===== config.mk =====
export PLATFORM = sky130hd
export DESIGN_NAME = wbm_sdram_exerciser
export DESIGN_NICKNAME = d
export VERILOG_FILES = /design/src/rtl/wbm_pkg.sv /design/src/rtl/wbm_lfsr32.sv /design/src/rtl/wbm_sdram_exerciser.sv
export SDC_FILE = /design/constraint.sdc
export NUM_CORES = 1
export LEC_CHECK = 0
export BUFFER_PORTS_ARGS = -buffer_cell sky130_fd_sc_hd__buf_4
export CAP_MARGIN = 20
export CORE_MARGIN = 1
export CORE_UTILIZATION = 57
export DETAILED_ROUTE_END_ITERATION = 6
export PLACE_DENSITY = 0.85
export SYNTH_ARGS = -nofsm -noshare
export SYNTH_HDL_FRONTEND = slang
export SYNTH_HIERARCHICAL = 1
export SYNTH_SLANG_ARGS = --single-unit

===== constraint.sdc =====
create_clock -name wb_clk_i -period 5 [get_ports wb_clk_i]
set_clock_uncertainty 0.05 [all_clocks]
set_input_delay 1 -clock wb_clk_i [delete_from_list [all_inputs] [get_ports wb_clk_i]]
set_output_delay 1 -clock wb_clk_i [all_outputs]
set_load 0.1 [all_outputs]

===== src/rtl/wbm_pkg.sv =====
// Shared types, constants and LFSR helpers for the Wishbone SDRAM exerciser.
package wbm_pkg;

  typedef enum logic [2:0] {
    IDLE   = 3'd0,
    WR     = 3'd1,
    WR_GAP = 3'd2,
    RD     = 3'd3,
    RD_GAP = 3'd4,
    FIN    = 3'd5
  } state_e;

  localparam logic [31:0] LFSR_MASK  = 32'h8020_0003;
  localparam logic [31:0] LFSR_RESET = 32'h0000_0001;
  localparam logic [3:0]  SEL_ALL    = 4'hF;

  // One Galois step, shifting right.
  function automatic logic [31:0] lfsr_next(input logic [31:0] v);
    return v[0] ? ((v >> 1) ^ LFSR_MASK) : (v >> 1);
  endfunction

  // A zero seed would lock the LFSR, so it is replaced by 1.
  function automatic logic [31:0] seed_fix(input logic [31:0] s);
    return (s == 32'h0) ? LFSR_RESET : s;
  endfunction

endpackage


===== src/rtl/wbm_lfsr32.sv =====
// 32-bit Galois LFSR with synchronous load and step; shared by write and read phases.
module wbm_lfsr32
  import wbm_pkg::*;
(
  input  logic        clk_i,
  input  logic        rst_i,
  input  logic        load_i,
  input  logic        step_i,
  input  logic [31:0] seed_i,
  output logic [31:0] q_o
);

  logic [31:0] q_q, q_d;

  always_comb begin
    q_d = q_q;
    if (load_i) begin
      q_d = seed_fix(seed_i);
    end else if (step_i) begin
      q_d = lfsr_next(q_q);
    end
  end

  always_ff @(posedge clk_i) begin
    if (rst_i) begin
      q_q <= LFSR_RESET;
    end else begin
      q_q <= q_d;
    end
  end

  assign q_o = q_q;

endmodule


===== src/rtl/wbm_sdram_exerciser.sv =====
// Wishbone classic master: writes an LFSR pattern over a word range, reads it back
// and reports pass/fail, mismatch count and first failing address.
module wbm_sdram_exerciser
  import wbm_pkg::*;
#(
  parameter int unsigned ADDR_W    = 23,
  parameter int unsigned CNT_W     = 16,
  parameter int unsigned ADDR_STEP = 4,
  parameter int unsigned GAP       = 1,
  parameter int unsigned TIMEOUT   = 1024
) (
  input  logic              wb_clk_i,
  input  logic              wb_rst_i,
  input  logic              start,
  input  logic [ADDR_W-1:0] base_addr,
  input  logic [CNT_W-1:0]  word_count,
  input  logic [31:0]       seed,
  output logic              busy,
  output logic              done,
  output logic              pass,
  output logic              timeout,
  output logic [CNT_W-1:0]  err_count,
  output logic [ADDR_W-1:0] first_err_addr,
  output logic              wbm_cyc_o,
  output logic              wbm_stb_o,
  output logic              wbm_we_o,
  output logic [3:0]        wbm_sel_o,
  output logic [31:0]       wbm_adr_o,
  output logic [31:0]       wbm_dat_o,
  input  logic [31:0]       wbm_dat_i,
  input  logic              wbm_ack_i
);

  localparam int unsigned TMO_W = $clog2(TIMEOUT + 1);
  localparam int unsigned GAP_W = 4;
  localparam logic [TMO_W-1:0] TMO_LAST = TMO_W'(TIMEOUT - 1);
  localparam logic [GAP_W-1:0] GAP_LAST = GAP_W'(GAP - 1);

  state_e            state_q, state_d;
  logic [CNT_W-1:0]  idx_q, idx_d, cnt_q, cnt_d, err_q, err_d;
  logic [ADDR_W-1:0] base_q, base_d, adr_q, adr_d, ferr_q, ferr_d;
  logic [31:0]       seed_q, seed_d, dat_q, dat_d;
  logic [GAP_W-1:0]  gap_q, gap_d;
  logic [TMO_W-1:0]  tmo_q, tmo_d;
  logic              cyc_q, cyc_d, stb_q, stb_d, we_q, we_d;
  logic              busy_q, busy_d, done_q, done_d, pass_q, pass_d, timeout_q, timeout_d;

  logic              lfsr_load, lfsr_step;
  logic [31:0]       lfsr_seed, lfsr_q, lfsr_d;
  logic              ack_ok, last, launch_wr, launch_rd, abort;
  logic [CNT_W-1:0]  idx_inc;

  wbm_lfsr32 u_lfsr (
    .clk_i  (wb_clk_i),
    .rst_i  (wb_rst_i),
    .load_i (lfsr_load),
    .step_i (lfsr_step),
    .seed_i (lfsr_seed),
    .q_o    (lfsr_q)
  );

  always_comb begin
    state_d   = state_q;
    idx_d     = idx_q;
    cnt_d     = cnt_q;
    base_d    = base_q;
    seed_d    = seed_q;
    adr_d     = adr_q;
    gap_d     = gap_q;
    tmo_d     = tmo_q;
    cyc_d     = cyc_q;
    stb_d     = stb_q;
    we_d      = we_q;
    busy_d    = busy_q;
    done_d    = 1'b0;
    pass_d    = pass_q;
    timeout_d = timeout_q;
    err_d     = err_q;
    ferr_d    = ferr_q;
    lfsr_load = 1'b0;
    lfsr_step = 1'b0;
    lfsr_seed = seed_q;
    launch_wr = 1'b0;
    launch_rd = 1'b0;
    abort     = 1'b0;
    ack_ok    = stb_q && wbm_ack_i;
    idx_inc   = idx_q + CNT_W'(1);
    last      = (idx_inc == cnt_q);

    unique case (state_q)
      IDLE: begin
        if (start) begin
          cnt_d     = word_count;
          base_d    = base_addr;
          seed_d    = seed_fix(seed);
          err_d     = '0;
          ferr_d    = '0;
          timeout_d = 1'b0;
          pass_d    = 1'b0;
          idx_d     = '0;
          adr_d     = base_addr;
          if (word_count != '0) begin
            lfsr_load = 1'b1;
            lfsr_seed = seed;
            launch_wr = 1'b1;
          end else begin
            state_d = FIN;
          end
        end
      end
      WR: begin
        if (ack_ok) begin
          lfsr_step = 1'b1;
          idx_d     = idx_inc;
          adr_d     = adr_q + ADDR_W'(ADDR_STEP);
          cyc_d     = 1'b0;
          stb_d     = 1'b0;
          we_d      = 1'b0;
          gap_d     = '0;
          if (last) begin
            // Read phase replays the same pattern from the seed.
            idx_d     = '0;
            adr_d     = base_q;
            lfsr_load = 1'b1;
            if (GAP == 0) launch_rd = 1'b1;
            else          state_d   = RD_GAP;
          end else if (GAP == 0) begin
            launch_wr = 1'b1;
          end else begin
            state_d = WR_GAP;
          end
        end else if (tmo_q == TMO_LAST) begin
          abort = 1'b1;
        end else begin
          tmo_d = tmo_q + TMO_W'(1);
        end
      end
      WR_GAP: begin
        if (gap_q == GAP_LAST) launch_wr = 1'b1;
        else                   gap_d     = gap_q + GAP_W'(1);
      end
      RD: begin
        if (ack_ok) begin
          lfsr_step = 1'b1;
          if (wbm_dat_i != lfsr_q) begin
            if (err_q != '1) err_d  = err_q + CNT_W'(1);
            if (err_q == '0) ferr_d = adr_q;
          end
          idx_d = idx_inc;
          adr_d = adr_q + ADDR_W'(ADDR_STEP);
          cyc_d = 1'b0;
          stb_d = 1'b0;
          gap_d = '0;
          if (last)          state_d   = FIN;
          else if (GAP == 0) launch_rd = 1'b1;
          else               state_d   = RD_GAP;
        end else if (tmo_q == TMO_LAST) begin
          abort = 1'b1;
        end else begin
          tmo_d = tmo_q + TMO_W'(1);
        end
      end
      RD_GAP: begin
        if (gap_q == GAP_LAST) launch_rd = 1'b1;
        else                   gap_d     = gap_q + GAP_W'(1);
      end
      FIN: begin
        state_d = IDLE;
      end
      default: begin
        state_d = IDLE;
      end
    endcase

    // Each transaction raises stb afresh and restarts the ack timeout.
    if (launch_wr || launch_rd) begin
      state_d = launch_wr ? WR : RD;
      cyc_d   = 1'b1;
      stb_d   = 1'b1;
      we_d    = launch_wr;
      tmo_d   = '0;
      busy_d  = 1'b1;
    end

    if (abort) begin
      cyc_d     = 1'b0;
      stb_d     = 1'b0;
      we_d      = 1'b0;
      timeout_d = 1'b1;
      state_d   = FIN;
    end

    if (state_d == FIN) begin
      done_d = 1'b1;
      busy_d = 1'b0;
      pass_d = (err_d == '0) && !timeout_d;
    end

    lfsr_d = lfsr_load ? seed_fix(lfsr_seed) : (lfsr_step ? lfsr_next(lfsr_q) : lfsr_q);
    dat_d  = (stb_d && we_d) ? lfsr_d : 32'h0;
  end

  always_ff @(posedge wb_clk_i) begin
    if (wb_rst_i) begin
      state_q   <= IDLE;
      idx_q     <= '0;
      cnt_q     <= '0;
      base_q    <= '0;
      seed_q    <= LFSR_RESET;
      adr_q     <= '0;
      gap_q     <= '0;
      tmo_q     <= '0;
      cyc_q     <= 1'b0;
      stb_q     <= 1'b0;
      we_q      <= 1'b0;
      dat_q     <= '0;
      busy_q    <= 1'b0;
      done_q    <= 1'b0;
      pass_q    <= 1'b0;
      timeout_q <= 1'b0;
      err_q     <= '0;
      ferr_q    <= '0;
    end else begin
      state_q   <= state_d;
      idx_q     <= idx_d;
      cnt_q     <= cnt_d;
      base_q    <= base_d;
      seed_q    <= seed_d;
      adr_q     <= adr_d;
      gap_q     <= gap_d;
      tmo_q     <= tmo_d;
      cyc_q     <= cyc_d;
      stb_q     <= stb_d;
      we_q      <= we_d;
      dat_q     <= dat_d;
      busy_q    <= busy_d;
      done_q    <= done_d;
      pass_q    <= pass_d;
      timeout_q <= timeout_d;
      err_q     <= err_d;
      ferr_q    <= ferr_d;
    end
  end

  assign busy           = busy_q;
  assign done           = done_q;
  assign pass           = pass_q;
  assign timeout        = timeout_q;
  assign err_count      = err_q;
  assign first_err_addr = ferr_q;
  assign wbm_cyc_o      = cyc_q;
  assign wbm_stb_o      = stb_q;
  assign wbm_we_o       = we_q;
  assign wbm_sel_o      = SEL_ALL;
  assign wbm_adr_o      = 32'(adr_q);
  assign wbm_dat_o      = dat_q;

endmodule


; ---- Word-level counts from Yosys, hierarchy flattened
; Index checks and enable logic that the tools add are counted.
[classes]
eq_ne = 16
n_shift = 0
n_addsub = 5
n_bitwise = 4
order_cmp = 0
reduce_logical = 32
n_mul = 0
muxes = 72
n_div = 0
[op_table]
columns = op, n
row1 = $mux 32, 8
row2 = $mux 23, 8
row3 = $mux 16, 8
row4 = $pmux 23 s3, 1
row5 = $logic_not 32->1, 2
row6 = $pmux 16 s3, 1
row7 = $pmux 23 s2, 1
row8 = $add 16x1->16 const B, 2
row9 = $logic_not 16->1, 2
row10 = $ne 32x32->1, 1
row11 = $pmux 16 s2, 1
row12 = $mux 1, 30
row13 = $add 23x3->23 const B, 1
row14 = $mux 3, 7
row15 = $eq 16x16->1, 1
row16 = $ne 16x16->1 const B, 1
row17 = $reduce_bool 16->1, 1
row18 = $ne 2x2->1 const B, 6
row19 = $pmux 3 s4, 1
row20 = $reduce_bool 2->1, 6
row21 = $reduce_or 2->1, 6
row22 = $add 11x1->11 const B, 1
row23 = $eq 11x10->1 const B, 1
row24 = $mux 4, 2
row25 = other kinds (20), 30
[totals]
regBits = 238
n_memories = 0
ram_bits = 0
latchBits = 0
mem_bits_ro = 0
word_cells = 148

; ---- Logic depth before layout (Yosys ltp)
[depth]
ltp_word = 10
ltp_mapped = 16
ltp_nobuf = 12

; ---- Cells and area by module
; Netlist, hierarchy kept.
[modules_own_cells]
columns = mod, seq_area_each_um2, area_per_inst_um2, instances, cells_each
row1 = wbm_sdram_exerciser, 4124.0, 11222.0, 1, 1483
row2 = wbm_lfsr32, 640.6, 1562.7, 1, 188

; ---- Least setup slack after synthesis
; Ideal clock, no wire load.
[synth_path]
path_kind = flip-flop to flip-flop
from = register idx_q[1]
to = register u_lfsr.q_q[10] (netlist: u_lfsr/q_o[10])
required_time_ns = 4.822
period_less_slack_ns = 3.669
path_buffers = 4
stages_incl_launch_ff = 17
arrival_ns = 3.491
slack_ns = 1.331
cell_sequence = dfxtp_1 -> ha_1 -> buf_2 -> nand3_1 -> nor4_1 -> xnor2_1 -> o2111ai_1 -> or4_1 -> or2_1 -> and2_4 -> clkinv_1 -> buf_4 -> buf_2 -> buf_2 -> nor2_1 -> a21oi_1 -> nor2_1
[synth_between]
elab_chain_len = 6
[synth_lines]
columns = item, line_no
row1 = "start, declared", wbm_sdram_exerciser.sv:40  ; logic [CNT_W-1:0] idx_q, idx_d, cnt_q, cnt_d, err_q, err_d;
row2 = "start signal, assigned", wbm_sdram_exerciser.sv:225  ; idx_q <= idx_d;
row3 = $add 16x1->16, wbm_sdram_exerciser.sv:87  ; idx_inc = idx_q + CNT_W'(1);
row4 = $eq 16x16->1, wbm_sdram_exerciser.sv:88  ; last = (idx_inc == cnt_q);
row5 = $mux 1, wbm_sdram_exerciser.sv:120  ; if (last) begin
row6 = $mux 1, wbm_sdram_exerciser.sv:112  ; if (ack_ok) begin
row7 = $pmux 1 s2, wbm_sdram_exerciser.sv:90  ; unique case (state_q)
row8 = net lfsr_load, wbm_sdram_exerciser.sv:48  ; logic lfsr_load, lfsr_step;
row9 = $mux 32, -
row10 = "end signal, assigned", wbm_lfsr32.sv:28  ; q_q <= q_d;
row11 = "end, declared", wbm_lfsr32.sv:13  ; logic [31:0] q_q, q_d;
; The timed path passes the listed nets, and every way through them passes these cells.
; A chain may end at the register's enable or synchronous reset.

; ---- Worst setup path after layout
[layout_path]
from = register idx_q[0]
to = register u_lfsr.q_q[6] (netlist: u_lfsr/q_o[6])
[layout_between]
elab_chain_len = 6
[layout_lines]
columns = item, line_no
row1 = $add 16x1->16, wbm_sdram_exerciser.sv:87
row2 = $eq 16x16->1, wbm_sdram_exerciser.sv:88
row3 = $mux 1, wbm_sdram_exerciser.sv:120
row4 = $mux 1, wbm_sdram_exerciser.sv:112
row5 = $pmux 1 s2, wbm_sdram_exerciser.sv:90
row6 = $mux 32, -
; Every way passes these cells.

==> impl_metrics.csv <==
group,metric,value,unit
layout,diodes,0,
layout,layout_common_cells,"nand2_1 (319), dfxtp_1 (238), buf_4 (225)",
layout,final_common_cell,"nand2_1",
global_routing,grt_util_all_layers,32.2,%
routing,wl_met3,3.26,mm
synth,syn_inst,1671,
synth,synth_ff_type,"dfxtp_1",
setup_path,rrSetupSlack,420,ps
sta,slew_headroom,25.2,%
routing,vias,12900,
routing,viasPerCell,6.16,
routing,wl_per_cell,17.9,µm
sta,hold_viol_final,0,
setup_path,arrival,4920,ps
flow_run,max_cap_viol_count,0,
clocking,cts_buffers,26,
floorplanning,die_width,152,µm
pwr,ir_drop,0.000263,V
setup_path,endpoint_kind,"flip-flop",
sta,rsz0062_at_grt,"no",
routing,final_antenna_net_count,0,
routing,drcViolationCount,0,
worst_hold_path,whs_path_depth,2,
routing,drt-initial-drc-count,1200,
sta,min_period_over_period,91.7,%
setup_path,cp-start-kind,"flip-flop",
layout,layout-drive-gt1-share,18.1,%
synth,yosys.area_share.simple,26.8,%
layout,syn_to_final_growth,18.1,%
synth,netlist-cell-type-count,75,
clocking,ctsHtreeMaxLevel,1,
clocking,cts_tree,"yes",
floorplanning,core_area,0.0219,mm²
setup_path,cp_slowest_cell,"or4_1",
synth,ys_ff_latch,238,
synth,synth_top_family_by_area,"simple AND/OR/NAND/NOR gates",
layout,layout.nets,1915,
floorplanning,io_pins,221,
layout,stdcell_count,2100,
global_routing,grt_max_degree,106,
synth,synth_edf_count,0,
sta,setup_viol,0,
clocking,worstSkewPairLatency,530,ps
floorplanning,rows,54,
floorplanning,initial_core_util,58.4,%
sta,min_period,4580,ps
routing,met2_length,17.8,mm
routing,topRoutingLayerUsed,"met4",
global_routing,grt-ovfl-total,0,
placement,dpl.hpwl,25.5,mm
worst_hold_path,hp-class,"flip-flop to flip-flop",
synth,ys_seq_area_share,37.3,%
setup_path,critical_path_class,"flip-flop to flip-flop",
placement,portBuffers,207,
setup_path,path_cells,"ha_1 -> nand3_1 -> nor4_2 -> xnor2_1 -> o2111ai_1 -> or4_1 -> buf_4 -> or2_1 -> and2_4 -> inv_2 -> buf_4 -> nor2_1 -> a21oi_1 -> nor2_1",
sta,max_freq,0.218,GHz
routing,drtPass1Iterations,5,
floorplanning,fp.dieArea,0.0230,mm²
pwr,leakagePower,5.78,nW
clocking,cts.reportedPaths.clkPinSlew,60,ps
synth,synth-compound-area-share,17.6,%
synth,synthMuxAreaShare,5.89,%
setup_path,worstPathRequired,5340,ps
sta,worst_slew_pin_slew,1110,ps
placement,dp_cells,2053,
setup_path,worst_r2r_path_depth,14,
synth,synth_area,0.0128,mm²
setup_path,crit_fanout,54,
layout,fillers,1798,
run_status,status,"completed",
routing,wl_met1,15.0,mm
clocking,cts_setup_buffers,0,
floorplanning,die_y,152,µm
sta,setup_tns,0,ps
layout,multiInputGateArea,0.00730,mm²
global_routing,antenna_found_initial,0,
synth,synthArstFlopShare,0,%
setup_path,critical-path-max-stage-delay,500,ps
global_routing,grt_first_pass_wirelength,59.5,mm
clocking,cts.path.max_buffers,3,
synth,synthAdderAreaFrac,0.685,%
clocking,cts-root-buf,"clkbuf_16",
sta,drv_slew,0,
global_routing,grt_pass1_vias,11800,
layout,seq_area,0.00476,mm²
synth,avgSynthCellArea,7.65,µm²
clocking,clock-sinks,238,
placement,finalWeightedCongestion,0.946,
synth,synth_xor_area_share,5.62,%
routing,totalWireLength,37.7,mm
synth,yosysWarnings,6,
pwr,power_density,338,mW/mm²
sequential cells by signal, summed over array words and instances (netlist names):
name and count:
adr_q 23, base_q 23, busy 1, cnt_q 16, done 1, err_count 16, first_err_addr 23, gap_q 4
idx_q 16, pass 1, seed_q 32, state_q 3, timeout 1, tmo_q 11, u_lfsr/q_o 32, wbm_cyc_o 1
wbm_dat_o 32, wbm_stb_o 1, wbm_we_o 1
path summary, 6_finish.rpt:
| path | from | end |
|---|---|---|
| worst max-delay path | idx_q[0] | u_lfsr/q_o[6] |
| worst min-delay path | first_err_addr[22] | first_err_addr[22] |
| worst max register to register | idx_q[0] | u_lfsr/q_o[6] |
| worst min register to register | first_err_addr[22] | first_err_addr[22] |
metrics by stage:
step | setup slack (ps) | total power [mW] | instance area [µm²] | hold slack, ps | utilization, %
after CTS | 451 | 5.10 | 15100 | 405 | 68.9
final | 417 | 5.10 | 15100 | 402 | 69.0
after floorplan | 1330 | 2.92 | 12800 | 382 | -
after global placement | 707 | 3.19 | 14200 | 388 | 65.0
after detailed placement | 502 | 3.21 | 14200 | 396 | 65.0
after global routing | 120 | 5.28 | 15100 | 422 | 69.0
report_power, final:
group / switching (mW) / total (mW) / leakage [nW] / internal (mW)
registers: 0.111 / 2.10 / 1.94 / 1.99
logic: 0.773 / 1.10 / 3.42 / 0.322
clock network: 0.787 / 1.90 / 0.426 / 1.11
cell families after synthesis:
logic type,after synthesis
AND/OR/NAND/NOR,747
AO/OA/AOI/OAI,354
flip-flops,238
buffers and inverters,168
XOR/XNOR,82
multiplexers,73
adder cells (fa/ha/maj),7
other,2
what timing repair did:
item | 4_1_cts | 5_1_grt
hold buffers | 0 | 0
gates resized for setup | 0 | 1
endpoints found under the setup margin | 0 | 4
worst max-delay path, delay by kind of cell, from the launching register on:
kind | cells | cell delay, ps
simple gates | 7 | 2110
flops | 1 | 480
compound gates | 2 | 370
fa+ha+maj | 1 | 420
xor+xnor | 1 | 200
buf+inv | 3 | 800
cell usage after synthesis, types with 4 or more instances:
master / n / area [µm²]
a211oi_1: 28 / 210
a211oi_2: 9 / 113
a21oi_1: 194 / 971
a311oi_1: 6 / 52.6
a311oi_2: 10 / 150
and2_1: 8 / 50.1
and3_1: 27 / 169
and4_1: 7 / 61.3
buf_1: 7 / 26.3
buf_2: 15 / 75.1
buf_4: 19 / 143
clkbuf_1: 88 / 330
dfxtp_1: 238 / 4760
ha_1: 7 / 87.6
inv_1: 32 / 120
mux2_2: 18 / 203
mux2i_1: 55 / 551
nand2_1: 320 / 1200
nand2b_1: 5 / 31.3
nand3_1: 61 / 305
nand3b_1: 4 / 30.0
nand4_1: 35 / 219
nor2_1: 165 / 619
nor2b_1: 4 / 25.0
nor3_1: 28 / 140
nor3b_1: 8 / 60.1
nor4_1: 44 / 275
o211ai_1: 14 / 105
o21a_1: 4 / 30.0
o21ai_0: 39 / 195
o22ai_1: 5 / 31.3
o31ai_1: 4 / 30.0
o32ai_1: 4 / 35.0
or3_1: 8 / 50.1
or4_1: 4 / 30.0
xnor2_1: 59 / 517
xor2_1: 23 / 201
final cells by class:
| type | count | area share, % |
|---|---|---|
| clock buffers | 35 | 5.01 |
| multi-input cells | 1276 | 48.4 |
| well taps | 280 | 2.32 |
| repair buffers | 226 | 11.3 |
| clock inverters | 12 | 0.655 |
| flip-flops and latches | 238 | 31.6 |
| inverters | 33 | 0.820 |
routing by layer:
layer	vias up	global-route usage, %
met5	-	0
met2	656	53.7
met3	147	4.64
met4	0	14.6
li1	6081	-
met1	6047	41.0
Power figures use the tool's default switching activity.
